### src/rtl/alu_pkg.sv
// Shared opcode encoding, sequencer states and opcode width for the queued ALU.
package alu_pkg;
  localparam int OPCODE_WIDTH = 8;

  typedef enum logic [OPCODE_WIDTH-1:0] {
    OP_ADD          = 8'h00,
    OP_SUB          = 8'h01,
    OP_MULT         = 8'h02,
    OP_DIVIDE       = 8'h03,
    OP_MFHI         = 8'h04,
    OP_MFLO         = 8'h05,
    OP_AND          = 8'h06,
    OP_OR           = 8'h07,
    OP_XOR          = 8'h08,
    OP_LESS_THAN    = 8'h09,
    OP_ROTATE_LEFT  = 8'h0A,
    OP_ROTATE_RIGHT = 8'h0B
  } alu_op_e;

  typedef enum logic [1:0] {
    ST_IDLE,
    ST_EXEC,
    ST_DONE
  } alu_state_e;
endpackage

### src/rtl/alu_muldiv_seq.sv
// Iterative W-step shift-add multiplier / restoring divider sharing one HI/LO register pair.
module alu_muldiv_seq #(
  parameter int W = 8
) (
  input  logic         clk,
  input  logic         rst_n,
  input  logic         start,
  input  logic         is_div,
  input  logic [W-1:0] a,
  input  logic [W-1:0] b,
  output logic         busy,
  output logic         done,
  output logic [W-1:0] hi,
  output logic [W-1:0] lo
);
  localparam int CW = $clog2(W + 1);

  logic [W-1:0]  hi_q, hi_d, lo_q, lo_d, opnd_q, opnd_d;
  logic          div_q, div_d, busy_q, busy_d;
  logic [CW-1:0] cnt_q, cnt_d;
  logic [W:0]    add_sum, rem_sh;
  logic [W-1:0]  step_hi, step_lo;

  // One iteration: multiply keeps the multiplier in LO and shifts the product in from the top;
  // divide shifts the dividend out of LO into the remainder and shifts quotient bits in.
  always_comb begin
    add_sum = {1'b0, hi_q} + (lo_q[0] ? {1'b0, opnd_q} : '0);
    rem_sh  = {hi_q, lo_q[W-1]};
    if (div_q) begin
      if (rem_sh >= {1'b0, opnd_q}) begin
        step_hi = W'(rem_sh - {1'b0, opnd_q});
        step_lo = {lo_q[W-2:0], 1'b1};
      end else begin
        step_hi = rem_sh[W-1:0];
        step_lo = {lo_q[W-2:0], 1'b0};
      end
    end else begin
      step_hi = add_sum[W:1];
      step_lo = {add_sum[0], lo_q[W-1:1]};
    end
  end

  always_comb begin
    hi_d   = hi_q;
    lo_d   = lo_q;
    opnd_d = opnd_q;
    div_d  = div_q;
    busy_d = busy_q;
    cnt_d  = cnt_q;
    if (start) begin
      hi_d   = '0;
      lo_d   = is_div ? a : b;
      opnd_d = is_div ? b : a;
      div_d  = is_div;
      busy_d = 1'b1;
      cnt_d  = CW'(W);
    end else if (busy_q) begin
      hi_d   = step_hi;
      lo_d   = step_lo;
      cnt_d  = cnt_q - CW'(1);
      busy_d = (cnt_q != CW'(1));
    end
  end

  always_ff @(posedge clk or negedge rst_n) begin
    if (!rst_n) begin
      hi_q   <= '0;
      lo_q   <= '0;
      opnd_q <= '0;
      div_q  <= 1'b0;
      busy_q <= 1'b0;
      cnt_q  <= '0;
    end else begin
      hi_q   <= hi_d;
      lo_q   <= lo_d;
      opnd_q <= opnd_d;
      div_q  <= div_d;
      busy_q <= busy_d;
      cnt_q  <= cnt_d;
    end
  end

  // Final-step values are presented combinationally so the caller can capture them on the same edge.
  assign busy = busy_q;
  assign done = busy_q && (cnt_q == CW'(1));
  assign hi   = step_hi;
  assign lo   = step_lo;
endmodule

### src/rtl/alu_queue_top.sv
// Instruction FIFO feeding a pop/execute/hold sequencer with HI/LO state and a sequential mul/div unit.
module alu_queue_top
  import alu_pkg::*;
#(
  parameter int OPERAND_WIDTH = 8,
  parameter int QUEUE_DEPTH   = 4
) (
  input  logic                             clk,
  input  logic                             rstN,
  input  logic                             instValid,
  output logic                             instReady,
  input  logic [OPCODE_WIDTH-1:0]          opcode,
  input  logic [OPERAND_WIDTH-1:0]         operandA,
  input  logic [OPERAND_WIDTH-1:0]         operandB,
  output logic                             resultValid,
  input  logic                             resultReady,
  output logic [OPERAND_WIDTH-1:0]         result,
  output logic                             error,
  output logic                             zero,
  output logic                             carry,
  output logic                             overflow,
  output logic [$clog2(QUEUE_DEPTH+1)-1:0] queueCount
);
  localparam int W  = OPERAND_WIDTH;
  localparam int CW = $clog2(QUEUE_DEPTH + 1);
  localparam int PW = $clog2(QUEUE_DEPTH);

  typedef struct packed {
    logic [OPCODE_WIDTH-1:0] op;
    logic [W-1:0]            a;
    logic [W-1:0]            b;
  } inst_t;

  inst_t         mem_q [QUEUE_DEPTH];
  inst_t         head, inst_q, inst_d;
  logic [PW-1:0] wr_ptr_q, wr_ptr_d, rd_ptr_q, rd_ptr_d;
  logic [CW-1:0] cnt_q, cnt_d;
  logic          rdy_q, push, pop, full, empty;
  alu_state_e    state_q, state_d;
  logic          md_q, md_d, is_md_head, md_is_div, md_start, md_busy, md_done;
  logic [W-1:0]  md_hi, md_lo;
  logic [W-1:0]  hi_q, hi_d, lo_q, lo_d, res_q, res_d;
  logic          vld_q, vld_d, err_q, err_d, zero_q, zero_d, cry_q, cry_d, ovf_q, ovf_d;
  logic [W:0]    add_w, sub_w;
  logic [W-1:0]  rot_sh, rot_res, sc_res;
  logic          sc_err, sc_cry, sc_ovf;

  // rdy_q keeps instReady low through reset and raises it on the first edge afterwards.
  assign head      = mem_q[rd_ptr_q];
  assign full      = (cnt_q == CW'(QUEUE_DEPTH));
  assign empty     = (cnt_q == '0);
  assign instReady = rdy_q && !full;
  assign push      = instValid && instReady;
  assign pop       = (state_q == ST_IDLE) && !empty;

  // Divide by zero never enters the iterative unit; it resolves in one EXEC cycle as an error.
  assign md_is_div  = (head.op == OP_DIVIDE);
  assign is_md_head = (head.op == OP_MULT) || (md_is_div && head.b != '0);
  assign md_start   = pop && is_md_head && !md_busy;

  always_comb begin
    wr_ptr_d = push ? wr_ptr_q + PW'(1) : wr_ptr_q;
    rd_ptr_d = pop  ? rd_ptr_q + PW'(1) : rd_ptr_q;
    case ({push, pop})
      2'b10:   cnt_d = cnt_q + CW'(1);
      2'b01:   cnt_d = cnt_q - CW'(1);
      default: cnt_d = cnt_q;
    endcase
  end

  always_ff @(posedge clk) begin
    if (push) mem_q[wr_ptr_q] <= {opcode, operandA, operandB};
  end

  always_comb begin
    add_w   = {1'b0, inst_q.a} + {1'b0, inst_q.b};
    sub_w   = {1'b0, inst_q.a} - {1'b0, inst_q.b};
    // Right rotate by b is a left rotate by W-b; both take the upper half of the doubled word.
    rot_sh  = (inst_q.op == OP_ROTATE_LEFT) ? inst_q.b : W'(W) - inst_q.b;
    rot_res = W'(({inst_q.a, inst_q.a} << rot_sh) >> W);
    sc_res  = '0;
    sc_err  = 1'b0;
    sc_cry  = 1'b0;
    sc_ovf  = 1'b0;
    case (inst_q.op)
      OP_ADD: begin
        sc_res = add_w[W-1:0];
        sc_cry = add_w[W];
        sc_ovf = (inst_q.a[W-1] == inst_q.b[W-1]) && (add_w[W-1] != inst_q.a[W-1]);
      end
      OP_SUB: begin
        sc_res = sub_w[W-1:0];
        sc_cry = sub_w[W];
        sc_ovf = (inst_q.a[W-1] != inst_q.b[W-1]) && (sub_w[W-1] != inst_q.a[W-1]);
      end
      OP_MFHI:      sc_res = hi_q;
      OP_MFLO:      sc_res = lo_q;
      OP_AND:       sc_res = inst_q.a & inst_q.b;
      OP_OR:        sc_res = inst_q.a | inst_q.b;
      OP_XOR:       sc_res = inst_q.a ^ inst_q.b;
      OP_LESS_THAN: sc_res = {{(W-1){1'b0}}, (inst_q.a < inst_q.b)};
      OP_ROTATE_LEFT, OP_ROTATE_RIGHT: begin
        if (32'(inst_q.b) >= W) sc_err = 1'b1;
        else                    sc_res = rot_res;
      end
      default: sc_err = 1'b1;
    endcase
  end

  always_comb begin
    state_d = state_q;
    inst_d  = inst_q;
    md_d    = md_q;
    hi_d    = hi_q;
    lo_d    = lo_q;
    res_d   = res_q;
    vld_d   = vld_q;
    err_d   = err_q;
    zero_d  = zero_q;
    cry_d   = cry_q;
    ovf_d   = ovf_q;
    case (state_q)
      ST_IDLE: begin
        if (!empty) begin
          inst_d  = head;
          md_d    = is_md_head;
          state_d = ST_EXEC;
        end
      end
      ST_EXEC: begin
        if (md_q) begin
          if (md_done) begin
            hi_d    = md_hi;
            lo_d    = md_lo;
            res_d   = md_lo;
            err_d   = 1'b0;
            cry_d   = 1'b0;
            ovf_d   = (inst_q.op == OP_MULT) && (md_hi != '0);
            zero_d  = (md_lo == '0);
            vld_d   = 1'b1;
            state_d = ST_DONE;
          end
        end else begin
          res_d   = sc_res;
          err_d   = sc_err;
          cry_d   = sc_cry;
          ovf_d   = sc_ovf;
          zero_d  = (sc_res == '0);
          vld_d   = 1'b1;
          state_d = ST_DONE;
        end
      end
      ST_DONE: begin
        if (resultReady) begin
          vld_d   = 1'b0;
          state_d = ST_IDLE;
        end
      end
      default: state_d = ST_IDLE;
    endcase
  end

  always_ff @(posedge clk or negedge rstN) begin
    if (!rstN) begin
      wr_ptr_q <= '0;
      rd_ptr_q <= '0;
      cnt_q    <= '0;
      rdy_q    <= 1'b0;
      state_q  <= ST_IDLE;
      inst_q   <= '0;
      md_q     <= 1'b0;
      hi_q     <= '0;
      lo_q     <= '0;
      res_q    <= '0;
      vld_q    <= 1'b0;
      err_q    <= 1'b0;
      zero_q   <= 1'b0;
      cry_q    <= 1'b0;
      ovf_q    <= 1'b0;
    end else begin
      wr_ptr_q <= wr_ptr_d;
      rd_ptr_q <= rd_ptr_d;
      cnt_q    <= cnt_d;
      rdy_q    <= 1'b1;
      state_q  <= state_d;
      inst_q   <= inst_d;
      md_q     <= md_d;
      hi_q     <= hi_d;
      lo_q     <= lo_d;
      res_q    <= res_d;
      vld_q    <= vld_d;
      err_q    <= err_d;
      zero_q   <= zero_d;
      cry_q    <= cry_d;
      ovf_q    <= ovf_d;
    end
  end

  alu_muldiv_seq #(.W(W)) u_muldiv (
    .clk    (clk),
    .rst_n  (rstN),
    .start  (md_start),
    .is_div (md_is_div),
    .a      (head.a),
    .b      (head.b),
    .busy   (md_busy),
    .done   (md_done),
    .hi     (md_hi),
    .lo     (md_lo)
  );

  assign resultValid = vld_q;
  assign result      = res_q;
  assign error       = err_q;
  assign zero        = zero_q;
  assign carry       = cry_q;
  assign overflow    = ovf_q;
  assign queueCount  = cnt_q;
endmodule

### config.mk
export PLATFORM = sky130hd
export DESIGN_NAME = alu_queue_top
export DESIGN_NICKNAME = d
export VERILOG_FILES = /design/src/rtl/alu_pkg.sv /design/src/rtl/alu_muldiv_seq.sv /design/src/rtl/alu_queue_top.sv
export SDC_FILE = /design/constraint.sdc
export NUM_CORES = 1
export LEC_CHECK = 0
export CAP_MARGIN = 20
export CORE_MARGIN = 2
export CORE_UTILIZATION = 64
export DETAILED_ROUTE_END_ITERATION = 6
export PLACE_DENSITY = 0.84
export SYNTH_ARGS = -nofsm -noshare
export SYNTH_HDL_FRONTEND = slang
export SYNTH_SLANG_ARGS = --single-unit
### constraint.sdc
create_clock -name clk -period 8.5 [get_ports clk]
set_clock_uncertainty 0.2 [all_clocks]
set_input_delay 1.275 -clock clk [delete_from_list [all_inputs] [get_ports clk]]
set_output_delay 1.275 -clock clk [all_outputs]
set_load 0.005 [all_outputs]
Word-level counts from Yosys, hierarchy flattened
Memory sizes are Yosys's and may differ from the RTL's.
Index checks and enable logic that the tools add are counted.
Widths: inputs -> output; s select.

cells by class
  add/sub/neg operators = 10
  $lt $le $gt $ge = 3
  eq/ne operators = 27
  shift operators = 1
  multiplexer cells = 43
  bitwise logic cells = 4
  reductions and logical operators = 31

operators by type and width
  operator             number
  $mux 8               14
  $pmux 8 s9           1
  $eq 8x3->1 const B   4
  $eq 8x4->1 const B   4
  $eq 8x2->1 const B   3
  $logic_not 8->1      3
  $add 8x8->9          2
  $mux 1               16
  $reduce_bool 8->1    2
  $shl 16x8->16        1
  $logic_and 1x1->1    10
  $ge 9x8->1           1
  $reduce_and 3->1     3
  $sub 8x8->9          1
  $and 8x8->8          1
  $eq 8x1->1 const B   1
  $ge 8x4->1 const B   1
  $lt 8x8->1           1
  $mux 2               4
  $mux 4               2
  $or 8x8->8           1
  $pmux 1 s2           4
  $reduce_or 8->1      1
  $sub 4x8->8 const A  1
  other kinds (26)     37

storage, ports and cells
  bits in registers = 94
  memory bits (writable) = 96
  logic and storage cells = 143
  memories kept = 1

memories
  memory  words  bits a word  rd ports  clocked after memory_dff  wr ports  RTL line             RTL
  mem_q   4      24           1         0                         1         alu_queue_top.sv:34  inst_t mem_q [QUEUE_DEPTH];

Longest topological paths before layout
  depth in word-level cells = 7
  depth in mapped cells = 12
  depth with buffers taken out = 12

Modules after synthesis
Synthesis repeated with hierarchy kept, for this count alone.

second synthesis, totals
  cell total of the unflattened synthesis = 951
  area, all modules = 10806.6 sq um

modules (own cells, without submodules)
  module          times used  cells an instance  area an instance (sq um)  sequential area each (sq um)
  alu_queue_top   1           665                8272.9                    4484.3
  alu_muldiv_seq  1           286                2533.7                    750.7

Worst setup path after synthesis
No wires, ideal clock.

  path kind = reg2reg
  start = register inst_q[3] (netlist bit)
  end = register zero_q (netlist: zero)
  setup time = 76 ps
  data arrival time = 2749 ps
  path slack = 5474 ps
  stages on the path, launching flop included = 13
  cells stage by stage = dfrtp_1 > clkbuf_1 > inv_1 > ha_1 > clkbuf_1 > inv_1 > a221oi_1 > o31ai_1 > a22o_1 > a32oi_1 > o211ai_1 > or3_1 > o21ai_1

between the ends
  longest elaborated chain between the ends = 7

RTL lines
  item                    RTL line              RTL
  from (decl)             alu_queue_top.sv:35   inst_t head, inst_q, inst_d;
  from (signal assigned)  alu_queue_top.sv:186  inst_q <= inst_d;
  $sub 4x8->8             alu_queue_top.sv:79   rot_sh = (inst_q.op == OP_ROTATE_LEFT) ? inst_q.b : W'(W) - inst_q.b;
  $mux 8                  alu_queue_top.sv:79
  $shl 16x8->16           alu_queue_top.sv:80   rot_res = W'(({inst_q.a, inst_q.a} << rot_sh) >> W);
  $mux 8                  alu_queue_top.sv:103  if (32'(inst_q.b) >= W) sc_err = 1'b1;
  $pmux 8 s9 (*)          alu_queue_top.sv:85   case (inst_q.op)
  $logic_not 8->1 (*)     alu_queue_top.sv:148  zero_d = (sc_res == '0);
  $mux 1 (*)              alu_queue_top.sv:131  if (md_q) begin
  to (signal assigned)    alu_queue_top.sv:193  zero_q <= zero_d;
  to (decl)               alu_queue_top.sv:43   logic vld_q, vld_d, err_q, err_d, zero_q, zero_d, cry_q, cry_d, ovf_q, ovf_d;

Mark *: on every way between the ends. The rest lies on a longest branch, timed or not.
A chain may end at the register's enable or synchronous reset.

Final worst setup path
  start = register rd_ptr_q[1]
  end = register u_muldiv.div_q

between the ends
  longest elaborated chain between the ends = 6

RTL lines
  item                                             RTL line                                  RTL
  from (decl)                                      alu_queue_top.sv:36                       logic [PW-1:0] wr_ptr_q, wr_ptr_d, rd_ptr_q, rd_ptr_d;
  from (signal assigned)                           alu_queue_top.sv:182                      rd_ptr_q <= rd_ptr_d;
  $mem_v2 4x24 (*)                                 --
  $eq 8x2->1 or $reduce_bool 8->1 (tied branches)  alu_queue_top.sv:57, alu_queue_top.sv:58
  $logic_and 1x1->1                                alu_queue_top.sv:58                       assign is_md_head = (head.op == OP_MULT) || (md_is_div && head.b != '0);
  $logic_or 1x1->1                                 alu_queue_top.sv:58
  $logic_and 1x1->1 (2 in a row)                   alu_queue_top.sv:59                       assign md_start = pop && is_md_head && !md_busy;
  to (signal assigned)                             alu_muldiv_seq.sv:77                      div_q <= div_d;
  to (decl)                                        alu_muldiv_seq.sv:19                      logic div_q, div_d, busy_q, busy_d;

Marks and branches as above.

==> impl_metrics.yaml <==
outcome:
  status: "finished clean"
global_routing:
  grt.total_usage_pct: 30.4
  grt_max_degree: 74
  antenna_found_initial: 0
  grt_pass1_vias: 7719
  grt_pass1_wl_mm: 41.4
  grt-ovfl-total: 0
die:
  rows: 47
  dieArea_mm2: 0.0177
  fp.coreArea_mm2: 0.0165
  initial_core_util_pct: 64.8
  die_h_um: 133
  die_x_um: 133
  boundaryPins: 45
worst_hold_path:
  min_path_type: "flip-flop to flip-flop"
routing:
  via_count: 7904
  drtPass1Iterations: 6
  antenna_left: 0
  drt_iter0_drc: 759
  wl_per_cell_um: 21.3
  drt-vias-per-instance: 6.47
  routed_wl_mm: 26.0
  route.detailed.drc: 0
timing:
  final_hold_viol_count: 0
  setup_tns_ps: 0
  rsz0062_at_grt: "false"
  setup_viol_count_final: 0
  worstMarginPinSlew_ps: 1110
  fmax_ghz: 0.242
  timing.final.ws_setup_ps: 4360
  relSlewSlack_pct: 26.1
  fin_crit_ps: 4140
  period_share_pct: 48.7
  slew_violations: 0
final_layout:
  finalNonFillerCells: 1222
  syn_to_final_growth_pct: 11.8
  drive_above_1_share_pct: 10.6
  postLayoutCoreUtil_pct: 72.5
  final_nets: 1070
  fin_area_mm2: 0.0119
  num_antenna_cells: 0
power_and_ir_drop:
  p_leak_uw: 0.00487
  switching_share_pct: 43.9
  power_density_mw_per_mm2: 377
  power_frac_clock_pct: 18.8
  internal-power_uw: 2530
  p_seq_share_pct: 32.2
  netSwitchingPower_uw: 1980
  peakVddDrop_mv: 0.218
  comb_power_share_pct: 49.0
synthesis:
  yosysWarnings: 0
  synthCells: 964
  ys_top_cells_by_area: "edfxtp_1 27%, dfrtp_1 22%, mux4_2 6.3%, ha_1 5.6%, nand2_1 3.7%"
  synth-main-ff-cell: "edfxtp_1"
  ys_seq_area_share_pct: 49.0
  synth_edf_count: 96
  yosysTopAreaCell: "edfxtp_1"
  async_reset_ff_share_pct: 49.5
  synth_top_area_share_pct: 27.0
  ys_types: 77
  syn_nets: 1045
  synth-seq-cells: 190
  syn_area_mm2: 0.0107
  syn_area_per_cell_um2: 11.1
setup_path:
  path_class: "flip-flop to flip-flop"
  cp.required_ps: 8670
  cp-end-kind: "flip-flop"
  arrival_ps: 4300
  critPathLaunchType: "flip-flop"
  path_max_fanout: 31
clocking:
  clk_path_buf_depth: 2
  root_buffer: "clkbuf_16"
  clkTransAtPathRegs_ps: 70
  cts_sinks: 190
  clock_latency_ps: 450
  postCtsSetupBuffers: 0
  cts_made_buffers: 17
  cts_tree: "done"
  cts_resized: 0
  htree_levels: 4
  postCtsHoldBufs: 0
placed_design:
  post-place-cells: 1187
  place_hpwl_mm: 18.3
  place_area_mm2: 0.0112
  gp_congestion: 0.932
  port_buffers: 44
  place_ws_ps: 4360
flow_run:
  cap_violations: 0
-- routing by layer --
| metal | part of all wire [%] | vias up | track usage, % |
|---|---|---|---|
| met5 | 0 | - | 0 |
| met4 | 3.8 | 0 | 12.5 |
| met3 | 7.2 | 85 | 6.70 |
| met2 | 48 | 385 | 48.7 |
| met1 | 41 | 3825 | 40.9 |
| li1 | - | 3609 | - |
-- synth_stat cells (all sizes together), types with 4 or more instances --
master and instances:
nor4 5, a21boi 4, nor3 14, nor3b 4
clkbuf 34, a22o 4, nor2b 9, and2 10
a21oi 49, a31oi 7, nand3 21, edfxtp 96
o21a 6, nand4 7, or3 10, mux2 19
inv 61, and3 9, o2111ai 4, xnor2 14
xor2 9, fa 5, dfrtp 94, nand2b 5
buf 14, nand2 107, o21ai 82, a31o 4
mux4 33, nor2 57, o31ai 7, o211ai 14
ha 48, a21o 8, a221oi 5, mux2i 37
-- flip-flops by register name (all words and copies together), names as in the netlist, 2 cells and up --
name	flops
u_muldiv.lo_q	8
u_muldiv.cnt_q	4
lo_q	8
result	8
state_q	2
inst_q	24
hi_q	8
u_muldiv.hi_q	8
u_muldiv.opnd_q	8
rd_ptr_q	2
queueCount	3
wr_ptr_q	2
mem_q	96
-- logic make-up after synthesis --
group           after synthesis  synth area share [%]
simple gates                275                  12.7
compound gates              223                  13.1
flops                       190                  49.0
buf+inv                     110                  4.11
mux                          89                  12.5
fa+ha+maj                    53                  6.56
xor+xnor                     23                  1.89
other cells                   1                0.0351
-- cell usage in the layout (no fill, tap or decap), types with 30 or more instances in the layout --
master,count
a21oi_1,49
mux4_2,30
o21ai_0,74
edfxtp_1,96
dfrtp_1,94
ha_1,48
inv_1,61
nand2_1,106
nor2_1,56
clkdlybuf4s50_1,43
mux2i_1,37
-- worst max-delay path, cell delays in order (launching register included) --
cell and delay, ps:
dfrtp_1 1080, mux4_2 440, or4b_4 560, nor4_4 420
nand3_2 580, nor2_4 530, mux2i_1 240
-- through the flow --
| step | total power, uW | hold slack [ps] |
|---|---|---|
| 3_3_place_gp | 3510 | 264 |
| 4_1_cts | 4450 | 288 |
| 6_report | 4500 | 284 |
| 2_1_floorplan | 2970 | 229 |
| 3_5_place_dp | 3580 | 272 |
| 5_1_grt | 4780 | 324 |
-- final timing paths --
kind | end | slack (ps) | cells after the start | from
max | u_muldiv.div_q | 4360 | 6 | rd_ptr_q[1]
min | result[2] | 280 | 2 | result[2]
max reg2reg | u_muldiv.div_q | 4360 | 6 | rd_ptr_q[1]
min reg2reg | result[2] | 280 | 2 | result[2]
max in group asynchronous | inst_q[19] | 6390 | 2 | rstN
min in group asynchronous | u_muldiv.hi_q[6] | 500 | 1 | rstN
-- power groups by stage --
stage / clock [uW] / sequential (uW) / combinational, uW
2_1_floorplan: 0 / 1300 / 1670
3_3_place_gp: 0 / 1440 / 2070
3_5_place_dp: 0 / 1460 / 2130
4_1_cts: 854 / 1440 / 2150
5_1_grt: 889 / 1470 / 2420
6_report: 846 / 1450 / 2210
-- cell type report --
cell class / instances / area (um^2)
clock buffers: 17 / 425
clock inverters: 15 / 215
fillers: 1157 / 4530
inverters: 62 / 233
multi-input cells: 664 / 5000
flip-flops and latches: 190 / 5240
well taps: 220 / 275
repair buffers: 54 / 546
No activity file was read; power rests on OpenSTA's default activity.
